### src/rtl/renode_axi_pkg.sv
// Shared AXI4 types for the renode AXI blocks: burst fields, response codes,
// manager FSM states and the 4 KiB boundary helper.
package renode_axi_pkg;

  typedef logic [2:0] burst_size_t;
  typedef logic [7:0] burst_length_t;

  typedef enum logic [1:0] {
    BURST_FIXED    = 2'b00,
    BURST_INCR     = 2'b01,
    BURST_WRAP     = 2'b10,
    BURST_RESERVED = 2'b11
  } burst_type_e;

  typedef enum logic [1:0] {
    OKAY   = 2'b00,
    EXOKAY = 2'b01,
    SLVERR = 2'b10,
    DECERR = 2'b11
  } response_e;

  typedef enum logic [2:0] {
    S_IDLE,
    S_AW,
    S_W,
    S_B,
    S_AR,
    S_R,
    S_DONE
  } axi_mgr_state_e;

  // True when an INCR burst starting at byte offset addr_lo runs past the 4 KiB page end.
  function automatic logic crosses_4k(input logic [11:0]   addr_lo,
                                      input burst_length_t len,
                                      input burst_size_t   size);
    logic [16:0] bytes;
    bytes = (17'(len) + 17'd1) << size;
    return (17'(addr_lo) + bytes) > 17'd4096;
  endfunction

endpackage

### src/rtl/axi_burst_manager.sv
// Single-outstanding AXI4 manager: turns one local command into one INCR burst,
// streams write/read beats straight through and reports a completion.
module axi_burst_manager
  import renode_axi_pkg::*;
#(
  parameter int ADDR_WIDTH = 32,
  parameter int DATA_WIDTH = 64,
  parameter int ID_WIDTH   = 4
) (
  input  logic                    aclk,
  input  logic                    areset,
  input  logic                    cmd_valid,
  output logic                    cmd_ready,
  input  logic                    cmd_write,
  input  logic [ADDR_WIDTH-1:0]   cmd_addr,
  input  logic [7:0]              cmd_len,
  input  logic [2:0]              cmd_size,
  input  logic [ID_WIDTH-1:0]     cmd_id,
  input  logic                    wr_valid,
  output logic                    wr_ready,
  input  logic [DATA_WIDTH-1:0]   wr_data,
  input  logic [DATA_WIDTH/8-1:0] wr_strb,
  output logic                    rd_valid,
  input  logic                    rd_ready,
  output logic [DATA_WIDTH-1:0]   rd_data,
  output logic [1:0]              rd_resp,
  output logic                    rd_last,
  output logic                    done_valid,
  input  logic                    done_ready,
  output logic [1:0]              done_resp,
  output logic                    done_err,
  output logic [ID_WIDTH-1:0]     awid,
  output logic [ADDR_WIDTH-1:0]   awaddr,
  output logic [7:0]              awlen,
  output logic [2:0]              awsize,
  output logic [1:0]              awburst,
  output logic                    awvalid,
  input  logic                    awready,
  output logic [DATA_WIDTH-1:0]   wdata,
  output logic [DATA_WIDTH/8-1:0] wstrb,
  output logic                    wlast,
  output logic                    wvalid,
  input  logic                    wready,
  input  logic [ID_WIDTH-1:0]     bid,
  input  logic [1:0]              bresp,
  input  logic                    bvalid,
  output logic                    bready,
  output logic [ID_WIDTH-1:0]     arid,
  output logic [ADDR_WIDTH-1:0]   araddr,
  output logic [7:0]              arlen,
  output logic [2:0]              arsize,
  output logic [1:0]              arburst,
  output logic                    arvalid,
  input  logic                    arready,
  input  logic [ID_WIDTH-1:0]     rid,
  input  logic [DATA_WIDTH-1:0]   rdata,
  input  logic [1:0]              rresp,
  input  logic                    rlast,
  input  logic                    rvalid,
  output logic                    rready
);

  localparam int MAX_SIZE = $clog2(DATA_WIDTH / 8);

  axi_mgr_state_e          state_q, state_d;
  logic [ADDR_WIDTH-1:0]   addr_q, addr_d;
  burst_length_t           len_q, len_d;
  burst_size_t             size_q, size_d;
  logic [ID_WIDTH-1:0]     id_q, id_d;
  burst_length_t           beat_cnt_q, beat_cnt_d;
  response_e               resp_acc_q, resp_acc_d;
  logic                    err_q, err_d;
  logic [ADDR_WIDTH-1:0]   align_mask;
  logic                    cmd_bad;
  logic                    last_beat;

  function automatic logic [1:0] resp_max(input logic [1:0] a, input logic [1:0] b);
    return (b > a) ? b : a;
  endfunction

  assign align_mask = ~({ADDR_WIDTH{1'b1}} << cmd_size);
  assign cmd_bad    = (cmd_size > burst_size_t'(MAX_SIZE)) ||
                      ((cmd_addr & align_mask) != '0) ||
                      crosses_4k(cmd_addr[11:0], cmd_len, cmd_size);
  assign last_beat  = (beat_cnt_q == len_q);

  // cmd_ready is held low while reset is asserted even though the state is already IDLE
  assign cmd_ready  = (state_q == S_IDLE) && !areset;

  assign awid    = id_q;
  assign awaddr  = addr_q;
  assign awlen   = len_q;
  assign awsize  = size_q;
  assign awburst = BURST_INCR;
  assign arid    = id_q;
  assign araddr  = addr_q;
  assign arlen   = len_q;
  assign arsize  = size_q;
  assign arburst = BURST_INCR;

  assign wdata   = wr_data;
  assign wstrb   = wr_strb;
  assign wlast   = last_beat;
  assign rd_data = rdata;
  assign rd_resp = rresp;
  assign rd_last = rlast;

  assign done_resp = resp_acc_q;
  assign done_err  = err_q;

  always_ff @(posedge aclk) begin
    if (areset) begin
      state_q    <= S_IDLE;
      beat_cnt_q <= '0;
      resp_acc_q <= OKAY;
      err_q      <= 1'b0;
    end else begin
      state_q    <= state_d;
      beat_cnt_q <= beat_cnt_d;
      resp_acc_q <= resp_acc_d;
      err_q      <= err_d;
    end
    addr_q <= addr_d;
    len_q  <= len_d;
    size_q <= size_d;
    id_q   <= id_d;
  end

  always_comb begin
    state_d    = state_q;
    addr_d     = addr_q;
    len_d      = len_q;
    size_d     = size_q;
    id_d       = id_q;
    beat_cnt_d = beat_cnt_q;
    resp_acc_d = resp_acc_q;
    err_d      = err_q;
    awvalid    = 1'b0;
    arvalid    = 1'b0;
    wvalid     = 1'b0;
    wr_ready   = 1'b0;
    bready     = 1'b0;
    rready     = 1'b0;
    rd_valid   = 1'b0;
    done_valid = 1'b0;

    case (state_q)
      S_IDLE: begin
        if (cmd_valid && cmd_ready) begin
          addr_d = cmd_addr;
          len_d  = cmd_len;
          size_d = cmd_size;
          id_d   = cmd_id;
          if (cmd_bad) begin
            state_d    = S_DONE;
            resp_acc_d = SLVERR;
            err_d      = 1'b1;
          end else begin
            state_d = cmd_write ? S_AW : S_AR;
          end
        end
      end
      S_AW: begin
        awvalid = 1'b1;
        if (awready) state_d = S_W;
      end
      S_W: begin
        wvalid   = wr_valid;
        wr_ready = wready;
        if (wr_valid && wready) begin
          if (last_beat) begin
            state_d    = S_B;
            beat_cnt_d = '0;
          end else begin
            beat_cnt_d = beat_cnt_q + 8'd1;
          end
        end
      end
      S_B: begin
        bready = 1'b1;
        if (bvalid) begin
          resp_acc_d = response_e'(resp_max(resp_acc_q, bresp));
          if (bid != id_q) err_d = 1'b1;
          state_d = S_DONE;
        end
      end
      S_AR: begin
        arvalid = 1'b1;
        if (arready) state_d = S_R;
      end
      S_R: begin
        rd_valid = rvalid;
        rready   = rd_ready;
        if (rvalid && rd_ready) begin
          resp_acc_d = response_e'(resp_max(resp_acc_q, rresp));
          if ((rlast != last_beat) || (rid != id_q)) err_d = 1'b1;
          // A missing or early rlast still ends the burst; the mismatch is flagged above
          if (last_beat || rlast) begin
            state_d    = S_DONE;
            beat_cnt_d = '0;
          end else begin
            beat_cnt_d = beat_cnt_q + 8'd1;
          end
        end
      end
      S_DONE: begin
        done_valid = 1'b1;
        if (done_ready) begin
          state_d    = S_IDLE;
          beat_cnt_d = '0;
          resp_acc_d = OKAY;
          err_d      = 1'b0;
        end
      end
      default: state_d = S_IDLE;
    endcase
  end

endmodule

### config.mk
export PLATFORM = sky130hd
export DESIGN_NAME = axi_burst_manager
export DESIGN_NICKNAME = d
export VERILOG_FILES = /design/src/rtl/renode_axi_pkg.sv /design/src/rtl/axi_burst_manager.sv
export SDC_FILE = /design/constraint.sdc
export NUM_CORES = 1
export LEC_CHECK = 0
export BUFFER_PORTS_ARGS = -buffer_cell sky130_fd_sc_hd__buf_2
export CAP_MARGIN = 40
export CELL_PAD_IN_SITES_DETAIL_PLACEMENT = 1
export CELL_PAD_IN_SITES_GLOBAL_PLACEMENT = 2
export CORE_AREA = 2 2 179 181
export CTS_CLUSTER_SIZE = 8
export DETAILED_ROUTE_END_ITERATION = 16
export DIE_AREA = 0 0 181 183
export HOLD_SLACK_MARGIN = 0.06
export MAX_ROUTING_LAYER = met4
export PLACE_DENSITY = 0.73
export SYNTH_ARGS = -nofsm -noshare
export SYNTH_HDL_FRONTEND = slang
export SYNTH_SLANG_ARGS = --single-unit
### constraint.sdc
create_clock -name aclk -period 5.9 [get_ports aclk]
set_input_delay 0.295 -clock aclk [delete_from_list [all_inputs] [get_ports aclk]]
set_output_delay 0.295 -clock aclk [all_outputs]
set_load 0.02 [all_outputs]
==> results.md, run 1 <==
- Critical path arrival: 4.03 ns
- Fmax: 0.263 GHz
- Area grow syn2layout: 4.60%
- Hold Fails Final Rpt: 0
- Initial Util: 16.4%
- Largest area contributor in the netlist: buf_4
- Root Buffer: clkbuf_16
- Worst slew margin: 52.8%
- Hold Path Class: in -> reg
- Initial DRC Count: 108
- Rows: 65
- Setup violators final: 0
- LEAKAGE: 2.28 nW
- Final worst setup slack: 2.10 ns
- Synth top area share: 27.9%
- Dpl cells: 940
- Vias in the first global route: 3750
- Gpl congestion: 0.753
- Antenna violations before repair: 5
- Seq/Total Area, Yosys: 33.0%
- Ys Warns: 0
- Via-to-Cell Ratio: 3.82
- Routed len/inst: 15.8 um
- Routed WL: 15.2 mm
- Setup Buffers After CTS: 0
- Clock-pin slew on the worst setup and hold paths: 0.06 ns
- Mapped Area: 5120 um^2
- Routed vias: 3667
- RSZ-0062 raised after global routing: no
- Post-DP HPWL: 12.2 mm
- Main synth FF type: edfxtp_1
- Post-Synth Simple-Gate Area: 11.4%
- WP data required: 6.13 ns
- Fin crit period: 3.80 ns
- Antenna viol nets, final: 0
- Core area: 31200 um^2
- Pwr dens: 329 nW/um^2
- Cell variety after synth: 62
- Chip width: 181 um
- VDD IR max: 137 uV
- Clock sink count: 61
- Largest net degree at the start of global routing: 34
- CP Launch Type: input pin
- Final instance area: 5350 um^2
- Max_cap viols: 0
- Nets: 778
- Post-route setup TNS: 0 ns
- DRC viols: 0
- Share of layout cells above drive strength 1: 38.3%
- Post-CTS sizing: 0
- Crit path kind: in -> reg
- XOR/XNOR share of the synthesized area: 4.79%
- Synth area leaders: buf_4, edfxtp_1, dfxtp_1
- Clock latency on the worst-skew pair: 0.34 ns
- Max Buffers Root-to-Sink: 2
- Tcrit/Tclk final: 64.4%
- First drt pass iteration count: 4
- CTS tree: done
- I/O Pins: 458
- Fin Clk Skew: 0.0105 ns
- Main combinational cell family by area after synthesis: buffers and inverters
- EDFF count, synth: 47
- CTS H-Tree Depth: 3
- Mux share of post-synthesis cell area: 2.79%
- Element type at the critical path end: flop
- Avg Inst Size Synth: 9.24 um^2
- DIE AREA: 33100 um^2
- Number of synthesized register bits: 61
- Post-synth ARST share: 0%
- Layout Cells excl Fill: 961
- Post-synthesis cell count: 554
- Crit path max fanout: 8
- Hold-fix buffers, CTS: 0
- Commonest cells after routing, fill and taps aside: buf_2, edfxtp_1, nand2_1
- Max Slew Vio Count: 0
- Compound-cell area share of the yosys netlist: 12.4%
- TritonCTS buffer count: 9
- Least-Margin Pin Slew: 0.707 ns
- Global route overflow: 0
- Adder-Cell Fraction of Synth Area: 5.28%
- Most common cell after layout, fill and taps aside: buf_2
- Die height: 183 um
- Run status: finished clean
- First-pass GRT wire length: 22.3 mm
- Pre-CTS setup slack: 1.73 ns
- Port Buffers: 181
- Gr usage total: 9.33%
- Post-DP Area: 5070 um^2
worst paths after layout:
check / start / endpoint / slack, ns / cells past startpoint
setup reg to reg: arlen[7]$_DFFE_PP_ / state_q[2]$_SDFFE_PP0P_ / 2.99 / 11
hold / removal: cmd_addr[23] / araddr[23]$_DFFE_PP_ / 0.13 / 1
hold reg to reg: done_err$_SDFFE_PP0P_ / done_err$_SDFFE_PP0P_ / 0.46 / 2
setup / recovery: cmd_len[0] / done_resp[0]$_SDFFE_PP0P_ / 2.10 / 17
metrics by stage:
stage	hold WS, ns	util, %	power [mW]
3_3_place_gp	0.472	16.2	1.28
2_1_floorplan	0.394	-	1.23
3_5_place_dp	0.448	16.2	1.28
4_1_cts	0.107	17.1	1.81
6_report	0.128	17.1	1.76
5_1_grt	0.113	17.1	1.89
flip-flops by register name, indices dropped and copies added, names as in the netlist:
| signal | cells |
|---|---|
| done_err | 1 |
| araddr | 32 |
| arlen | 8 |
| arsize | 3 |
| state_q | 3 |
| beat_cnt_q | 8 |
| done_resp | 2 |
| arid | 4 |
worst max-delay path, stage by stage:
cell	delay (ns)
buf_2	0.17
ha_1	0.27
nand2_1	0.14
o41ai_1	0.34
nand2_1	0.09
o211ai_1	0.10
o21ai_0	0.14
mux2i_1	0.20
ha_1	0.34
nor3b_1	0.18
a2111oi_1	0.28
o311ai_1	0.23
a2111oi_4	0.25
nand4_2	0.16
o41ai_2	0.47
o21ai_1	0.15
o221a_1	0.23
cell type report:
| type | instances | area [um^2] |
|---|---|---|
| clock inverter | 6 | 38.8 |
| inverter | 17 | 63.8 |
| sequential | 61 | 1690 |
| fill | 3697 | 25900 |
| timing repair buffer | 183 | 921 |
| tap | 402 | 503 |
| clock buffer | 10 | 229 |
| antenna | 5 | 12.5 |
| multi-input combinational | 277 | 1890 |
cells by family (layout without fill, tap and decap cells):
| logic type | after synthesis | count (layout) |
|---|---|---|
| adders and majority gates | 21 | 21 |
| muxes | 14 | 14 |
| other | 2 | 9 |
| DFF | 61 | 61 |
| buffers and inverters | 218 | 216 |
| and+or+nand+nor | 120 | 120 |
| AOI/OAI and AO/OA | 90 | 90 |
| xor gates and xnor gates | 28 | 28 |
synthesized netlist by cell type (3+ instances only):
| cell type | number |
|---|---|
| ha_1 | 20 |
| dfxtp_1 | 14 |
| nor3_1 | 5 |
| a21oi_1 | 23 |
| o22ai_1 | 3 |
| mux2i_1 | 12 |
| and3_1 | 4 |
| o21ai_0 | 18 |
| nor2b_1 | 7 |
| a21o_1 | 4 |
| nand4_1 | 6 |
| a211oi_1 | 5 |
| buf_4 | 190 |
| nand2_1 | 35 |
| inv_1 | 17 |
| xnor2_1 | 13 |
| nand3_1 | 8 |
| nand3b_1 | 3 |
| o21ai_1 | 3 |
| nor2_1 | 32 |
| a211o_1 | 3 |
| clkbuf_1 | 8 |
| o211ai_1 | 5 |
| xor2_1 | 15 |
| nor4_1 | 3 |
| nand2b_1 | 6 |
| and2_1 | 4 |
| edfxtp_1 | 47 |
per-layer routing:
layer	vias to the layer above	share of wire (%)	GRT usage, %
li1	1720	-	-
met1	1727	42	10.2
met2	196	47	14.8
met3	24	9.3	4.25
met4	0	1.6	3.87
met5	-	0	-
power breakdown:
group	leakage [nW]	internal, mW	switching (mW)	total, mW
clock	0.129	0.284	0.215	0.499
sequential	0.546	0.540	0.0717	0.611
combinational	1.61	0.229	0.424	0.654
No activity file was read; power rests on OpenSTA's default activity.
==> run 2: changes to the inputs <==
--- a/config.mk
+++ b/config.mk
@@ -9,13 +9,13 @@
 export CAP_MARGIN = 40
 export CELL_PAD_IN_SITES_DETAIL_PLACEMENT = 1
 export CELL_PAD_IN_SITES_GLOBAL_PLACEMENT = 2
-export CORE_AREA = 2 2 179 181
+export CORE_AREA = 2 2 178 180
 export CTS_CLUSTER_SIZE = 8
 export DETAILED_ROUTE_END_ITERATION = 16
-export DIE_AREA = 0 0 181 183
+export DIE_AREA = 0 0 180 182
 export HOLD_SLACK_MARGIN = 0.06
 export MAX_ROUTING_LAYER = met4
-export PLACE_DENSITY = 0.73
+export PLACE_DENSITY = 0.74
 export SYNTH_ARGS = -nofsm -noshare
 export SYNTH_HDL_FRONTEND = slang
 export SYNTH_SLANG_ARGS = --single-unit
==> constraint.sdc (replaced) <==
create_clock -name aclk -period 3.6 [get_ports aclk]
set_input_delay 0.18 -clock aclk [delete_from_list [all_inputs] [get_ports aclk]]
set_output_delay 0.18 -clock aclk [all_outputs]
set_load 0.02 [all_outputs]
==> run 2 against run 1 <==
Clock-buffer cell count did not move. Combinational power rose by 88%. Register-to-register slack got worse by 2.3 ns. Sequential share of layout area fell by 3.8 points. Critical path type unchanged. Largest cell class unchanged.
==> results.md, run 2 (synthesis results as in run 1) <==
- CTS H-Tree Depth: 3 (unchanged)
- TritonCTS buffer count: 9 (unchanged)
- Most common cell after layout, fill and taps aside: buf_2 (unchanged)
- VDD IR max: 225 uV (was 137 uV)
- Tcrit/Tclk final: 92.0%
- Least-Margin Pin Slew: 0.543 ns (was 0.707 ns)
- Commonest cells after routing, fill and taps aside: buf_2, edfxtp_1, nand2_1 (unchanged)
- Via-to-Cell Ratio: 3.84 (was 3.82)
- Vias in the first global route: 3985 (was 3750)
- Run status: finished clean (unchanged)
- Antenna viol nets, final: 0 (unchanged)
- Worst slew margin: 63.8% (was 52.8%)
- Clock-pin slew on the worst setup and hold paths: 0.06 ns (about the same)
- Multi-input logic area: 2050 um^2 (was 1890 um^2)
- Antenna violations before repair: 5 (unchanged)
- First drt pass iteration count: 4 (unchanged)
- Largest net degree at the start of global routing: 29 (was 34)
- Gr usage total: 10.2% (was 9.33%)
- Post-route setup TNS: 0 ns (unchanged)
- Max_cap viols: 0 (unchanged)
- Element type at the critical path end: flop (unchanged)
- Fin crit period: 3.31 ns
- Chip width: 180 um (was 181 um)
- Max reg flops: 32 (unchanged)
- WHS: 0.0779 ns (was 0.128 ns)
- Critical path's slowest cell: o41ai_4 (was o41ai_2)
- Initial DRC Count: 109 (was 108)
- Hold Path Class: in -> reg (unchanged)
- Max stage delay on crit path: 0.45 ns (was 0.47 ns)
- Root Buffer: clkbuf_16 (unchanged)
- Max Slew Vio Count: 0 (unchanged)
- CTS tree: done (unchanged)
- Rows: 65 (unchanged)
- Crit path kind: in -> reg (unchanged)
- Fin Clk Skew: 0.0150 ns (was 0.0105 ns)
- I/O Pins: 458 (unchanged)
- Clock sink count: 61 (unchanged)
- Port Buffers: 181 (unchanged)
- Initial Util: 16.5% (was 16.4%)
- First-pass GRT wire length: 24.2 mm (was 22.3 mm)
- RSZ-0062 raised after global routing: no (unchanged)
- Crit-path cells: buf_2, ha_4, nand3_1, xor2_1, nor2_1, a21oi_2, nor2_1, a21oi_2, o32ai_1, ha_1, a211oi_2, o211ai_1, buf_4, a211oi_1, a21oi_1, xor2_1, o41ai_4, o21ai_2, o221a_1 (was buf_2, ha_1, nand2_1, o41ai_1, nand2_1, o211ai_1, o21ai_0, mux2i_1, ha_1, nor3b_1, a2111oi_1, o311ai_1, a2111oi_4, nand4_2, o41ai_2, o21ai_1, o221a_1)
- CP Launch Type: input pin (unchanged)
- Reg area: 1690 um^2 (unchanged)
- Routed vias: 3899 (was 3667)
- Critical path arrival: 3.55 ns (was 4.03 ns)
- Routed len/inst: 16.4 um (was 15.8 um)
- DIE AREA: 32800 um^2 (was 33100 um^2)
- Gpl congestion: 0.812 (was 0.753)
- Post-DP HPWL: 13.2 mm (was 12.2 mm)
- LEAKAGE: 2.60 nW (was 2.28 nW)
- Nets: 833 (was 778)
- Crit path max fanout: 5 (was 8)
- Die height: 182 um (was 183 um)
- DRC viols: 0 (unchanged)
- Core area: 31000 um^2 (was 31200 um^2)
- Fmax: 0.302 GHz
- Hold Fails Final Rpt: 0 (unchanged)
- Routed WL: 16.7 mm (was 15.2 mm)
- Share of layout cells above drive strength 1: 43.0% (was 38.3%)
- Clock latency on the worst-skew pair: 0.35 ns (was 0.34 ns)
- Global route overflow: 0 (unchanged)
- WP data required: 3.84 ns (was 6.13 ns)
- Pwr dens: 530 nW/um^2 (was 329 nW/um^2)
- Setup violators final: 0 (unchanged)
- Max Buffers Root-to-Sink: 2 (unchanged)
- Fillers: 3677 (was 3697)
- Setup Buffers After CTS: 0 (unchanged)
- Area grow syn2layout: 18.8% (was 4.60%)
-- run 2: changes by cell type in the layout (fill, tap and decap cells not counted), moves of 3 or more --
cell           before  now
dlygate4sd3_1       0   27
buf_4               2   28
a21oi_1            23   18
a21oi_2             1    6
clkinv_2            3    0
ha_1               20   17
-- run 2: worst max-delay path: cells and delay by family --
| kind | cells | cell delay (ns) |
|---|---|---|
| AOI/OAI and AO/OA | 10 | 1.89 |
| and+or+nand+nor | 3 | 0.23 |
| xor gates and xnor gates | 2 | 0.37 |
| buffers and inverters | 2 | 0.30 |
| adders and majority gates | 2 | 0.57 |
-- run 2: area by class of cell --
cell class / instances / area share, %
Tap cell: 402 / 8.27
Sequential cell: 61 / 27.8
Clock inverter: 6 / 1.54
Multi-Input combinational cell: 277 / 33.7
Inverter: 17 / 1.05
Timing Repair Buffer: 238 / 23.5
Clock buffer: 10 / 3.93
Antenna cell: 5 / 0.206
-- run 2: repair_timing --
item,CTS,global route
pin swaps,0,9
hold buffers,26,1
resized for setup,1,29
setup endpoints to repair,1,6
hold endpoints to repair,26,1
-- run 2: path summary, 6_finish.rpt --
kind | from | slack, ns | cells past startpoint | end
setup reg to reg | arlen[7]$_DFFE_PP_ | 0.66 | 11 | state_q[2]$_SDFFE_PP0P_
hold reg to reg | done_err$_SDFFE_PP0P_ | 0.46 | 2 | done_err$_SDFFE_PP0P_
hold / removal | cmd_addr[4] | 0.08 | 1 | araddr[4]$_DFFE_PP_
setup / recovery | cmd_len[0] | 0.29 | 19 | done_resp[0]$_SDFFE_PP0P_
-- run 2: layer usage --
metal	vias to the layer above	track usage (%)	wire, um
li1	1837	-	-
met4	0	4.75	440
met2	199	15.6	7730
met5	-	-	0
met1	1827	11.4	6920
met3	36	4.67	1570
-- run 2: metrics by stage --
| step | setup WS (ns) | power, mW | cell area [um^2] | utilization (%) | cells |
|---|---|---|---|---|---|
| CTS | 0.0540 | 3.24 | 5910 | 19.1 | 1010 |
| finish | 0.289 | 3.22 | 6080 | 19.6 | 1016 |
| global route | 0.0105 | 3.43 | 6080 | 19.6 | 1016 |
| detailed placement | -0.341 | 2.17 | 5310 | 17.1 | 968 |
| global placement | -0.240 | 2.15 | 5310 | 17.1 | 968 |
| floorplan | 0.194 | 2.01 | 5130 | - | 556 |
-- run 2: power by group --
part	leakage [nW]	total, mW	internal, mW	switching [mW]
clock	0.160	1.01	0.632	0.378
combinational	1.90	1.23	0.471	0.754
sequential	0.546	0.987	0.884	0.104
total	2.60	3.22	1.99	1.24
==> run 3: changes to the inputs <==
--- a/config.mk
+++ b/config.mk
@@ -9,13 +9,13 @@
 export CAP_MARGIN = 40
 export CELL_PAD_IN_SITES_DETAIL_PLACEMENT = 1
 export CELL_PAD_IN_SITES_GLOBAL_PLACEMENT = 2
-export CORE_AREA = 2 2 178 180
+export CORE_AREA = 2 2 179 181
 export CTS_CLUSTER_SIZE = 8
 export DETAILED_ROUTE_END_ITERATION = 16
-export DIE_AREA = 0 0 180 182
+export DIE_AREA = 0 0 181 183
 export HOLD_SLACK_MARGIN = 0.06
 export MAX_ROUTING_LAYER = met4
-export PLACE_DENSITY = 0.74
+export PLACE_DENSITY = 0.73
 export SYNTH_ARGS = -nofsm -noshare
 export SYNTH_HDL_FRONTEND = slang
 export SYNTH_SLANG_ARGS = --single-unit
==> constraint.sdc (replaced) <==
create_clock -name aclk -period 4.2 [get_ports aclk]
set_input_delay 0.21 -clock aclk [delete_from_list [all_inputs] [get_ports aclk]]
set_output_delay 0.21 -clock aclk [all_outputs]
set_load 0.02 [all_outputs]
==> run 3 against run 2 <==
Final cell count shrank 3.1%. Sequential power fell by 13%. Critical path type unchanged. Non-clock buffer count fell by 31. Highest routed layer unchanged. Routed wire length is 7.2% lower.
==> results.md, run 3 (synthesis results as in run 1) <==
- Max Slew Vio Count: 0 (unchanged)
- Tcrit/Tclk final: 91.5%
- Via-to-Cell Ratio: 3.77 (was 3.84)
- Most common cell after layout, fill and taps aside: buf_2 (unchanged)
- Critical path arrival: 4.12 ns (was 3.55 ns)
- CTS H-Tree Depth: 3 (unchanged)
- Routed WL: 15.5 mm (was 16.7 mm)
- Post-DP HPWL: 12.2 mm (was 13.2 mm)
- First-pass GRT wire length: 22.9 mm (was 24.2 mm)
- TritonCTS buffer count: 9 (unchanged)
- Die height: 183 um (was 182 um)
- Hold Path Class: in -> reg (unchanged)
- Setup violators final: 0 (unchanged)
- Commonest cells after routing, fill and taps aside: buf_2, edfxtp_1, nand2_1 (unchanged)
- Fillers: 3708 (was 3677)
- Nets: 802 (was 833)
- Max reg flops: 32 (unchanged)
- DRC viols: 0 (unchanged)
- Worst slew margin: 49.8% (was 63.8%)
- Element type at the critical path end: flop (unchanged)
- Post-route setup TNS: 0 ns (unchanged)
- Max_cap viols: 0 (unchanged)
- Share of layout cells above drive strength 1: 36.7% (was 43.0%)
- Core area: 31200 um^2 (was 31000 um^2)
- Routed len/inst: 15.7 um (was 16.4 um)
- Fmax: 0.260 GHz
- CTS tree: done (unchanged)
- Gr usage total: 9.49% (was 10.2%)
- Port Buffers: 181 (unchanged)
- LEAKAGE: 2.41 nW (was 2.60 nW)
- Hold Fails Final Rpt: 0 (unchanged)
- Initial DRC Count: 109 (unchanged)
- WP data required: 4.48 ns (was 3.84 ns)
- Least-Margin Pin Slew: 0.752 ns (was 0.543 ns)
- Global route overflow: 0 (unchanged)
- Largest net degree at the start of global routing: 29 (unchanged)
- VDD IR max: 183 uV (was 225 uV)
- Routed vias: 3710 (was 3899)
- Fin Clk Skew: 0.0164 ns (was 0.0150 ns)
- CP Launch Type: input pin (unchanged)
- Pwr dens: 457 nW/um^2 (was 530 nW/um^2)
- Initial Util: 16.4% (was 16.5%)
- Clock latency on the worst-skew pair: 0.34 ns (was 0.35 ns)
- Vias in the first global route: 3867 (was 3985)
- Total power: 2.58 mW (was 3.22 mW)
- Run status: finished clean (unchanged)
- Setup Buffers After CTS: 0 (unchanged)
- Clock-pin slew on the worst setup and hold paths: 0.07 ns (was 0.06 ns)
- Chip width: 181 um (was 180 um)
- DIE AREA: 33100 um^2 (was 32800 um^2)
- Antenna violations before repair: 3 (was 5)
- Crit path kind: in -> reg (unchanged)
- Antenna viol nets, final: 0 (unchanged)
- First drt pass iteration count: 4 (unchanged)
- I/O Pins: 458 (unchanged)
- Crit path max fanout: 8 (was 5)
- Root Buffer: clkbuf_16 (unchanged)
- Gpl congestion: 0.744 (was 0.812)
- RSZ-0062 raised after global routing: no (unchanged)
- Max Buffers Root-to-Sink: 2 (unchanged)
- Fin crit period: 3.84 ns
- Rows: 65 (unchanged)
- Area grow syn2layout: 10.1% (was 18.8%)
- Clock sink count: 61 (unchanged)
## run 3: worst paths after layout
| check | startpoint | to | slack, ns | cells past startpoint |
|---|---|---|---|---|
| worst min-delay path | cmd_addr[3] | araddr[3]$_DFFE_PP_ | 0.09 | 1 |
| worst max-delay path | cmd_len[0] | done_resp[0]$_SDFFE_PP0P_ | 0.36 | 17 |
| worst min register to register | done_err$_SDFFE_PP0P_ | done_err$_SDFFE_PP0P_ | 0.45 | 2 |
| worst max register to register | arlen[7]$_DFFE_PP_ | state_q[2]$_SDFFE_PP0P_ | 1.31 | 11 |
## run 3: area by class of cell
type	count	area, um^2	share of cell area, %
antenna	4	10.0	0.178
clock buffer	10	229	4.06
clock inverter	6	72.6	1.29
inverter	17	63.8	1.13
multi-input combinational	277	1910	33.8
sequential	61	1690	30.0
tap	402	503	8.92
timing repair buffer	207	1160	20.6
## run 3: stage by stage
| step | hold WS [ns] | worst slack (ns) | instances | utilization [%] | cell area, um^2 |
|---|---|---|---|---|---|
| finish | 0.0947 | 0.355 | 984 | 18.0 | 5640 |
| global route | 0.0841 | 0.0602 | 983 | 18.0 | 5630 |
| CTS | 0.0802 | 0.435 | 980 | 18.0 | 5620 |
| detailed placement | 0.388 | 0.101 | 940 | 16.2 | 5070 |
| global placement | 0.387 | 0.217 | 940 | 16.2 | 5070 |
| floorplan | 0.309 | 0.764 | 556 | - | 5130 |
## run 3: critical path, cell delays in order
cell	delay (ns)
buf_2	0.19
ha_1	0.28
nand2_1	0.14
o41ai_1	0.35
nand2_1	0.09
o211ai_1	0.11
o21ai_0	0.15
mux2i_1	0.18
ha_1	0.33
nor3b_1	0.18
a2111oi_1	0.31
o311ai_1	0.25
a2111oi_4	0.27
nand4_2	0.19
o41a_1	0.49
a21oi_2	0.21
o221a_1	0.19
## run 3: what timing repair did
action / 4_1_cts / 5_1_grt
hold endpoints to repair: 24 / 0
hold buffers: 24 / 0
gates resized for setup: 0 / 1
setup endpoints to repair: 0 / 1
## run 3: metal layers
metal | GRT usage [%] | share of wire [%] | vias to the layer above
met4 | 3.28 | 1.2 | 0
li1 | - | - | 1766
met5 | - | 0 | -
met2 | 15.2 | 48 | 199
met1 | 10.4 | 42 | 1726
met3 | 4.47 | 9.3 | 19
## run 3: report_power, final
group | internal (mW) | switching, mW
registers | 0.758 | 0.0997
logic | 0.337 | 0.608
clock network | 0.465 | 0.309
total | 1.56 | 1.02
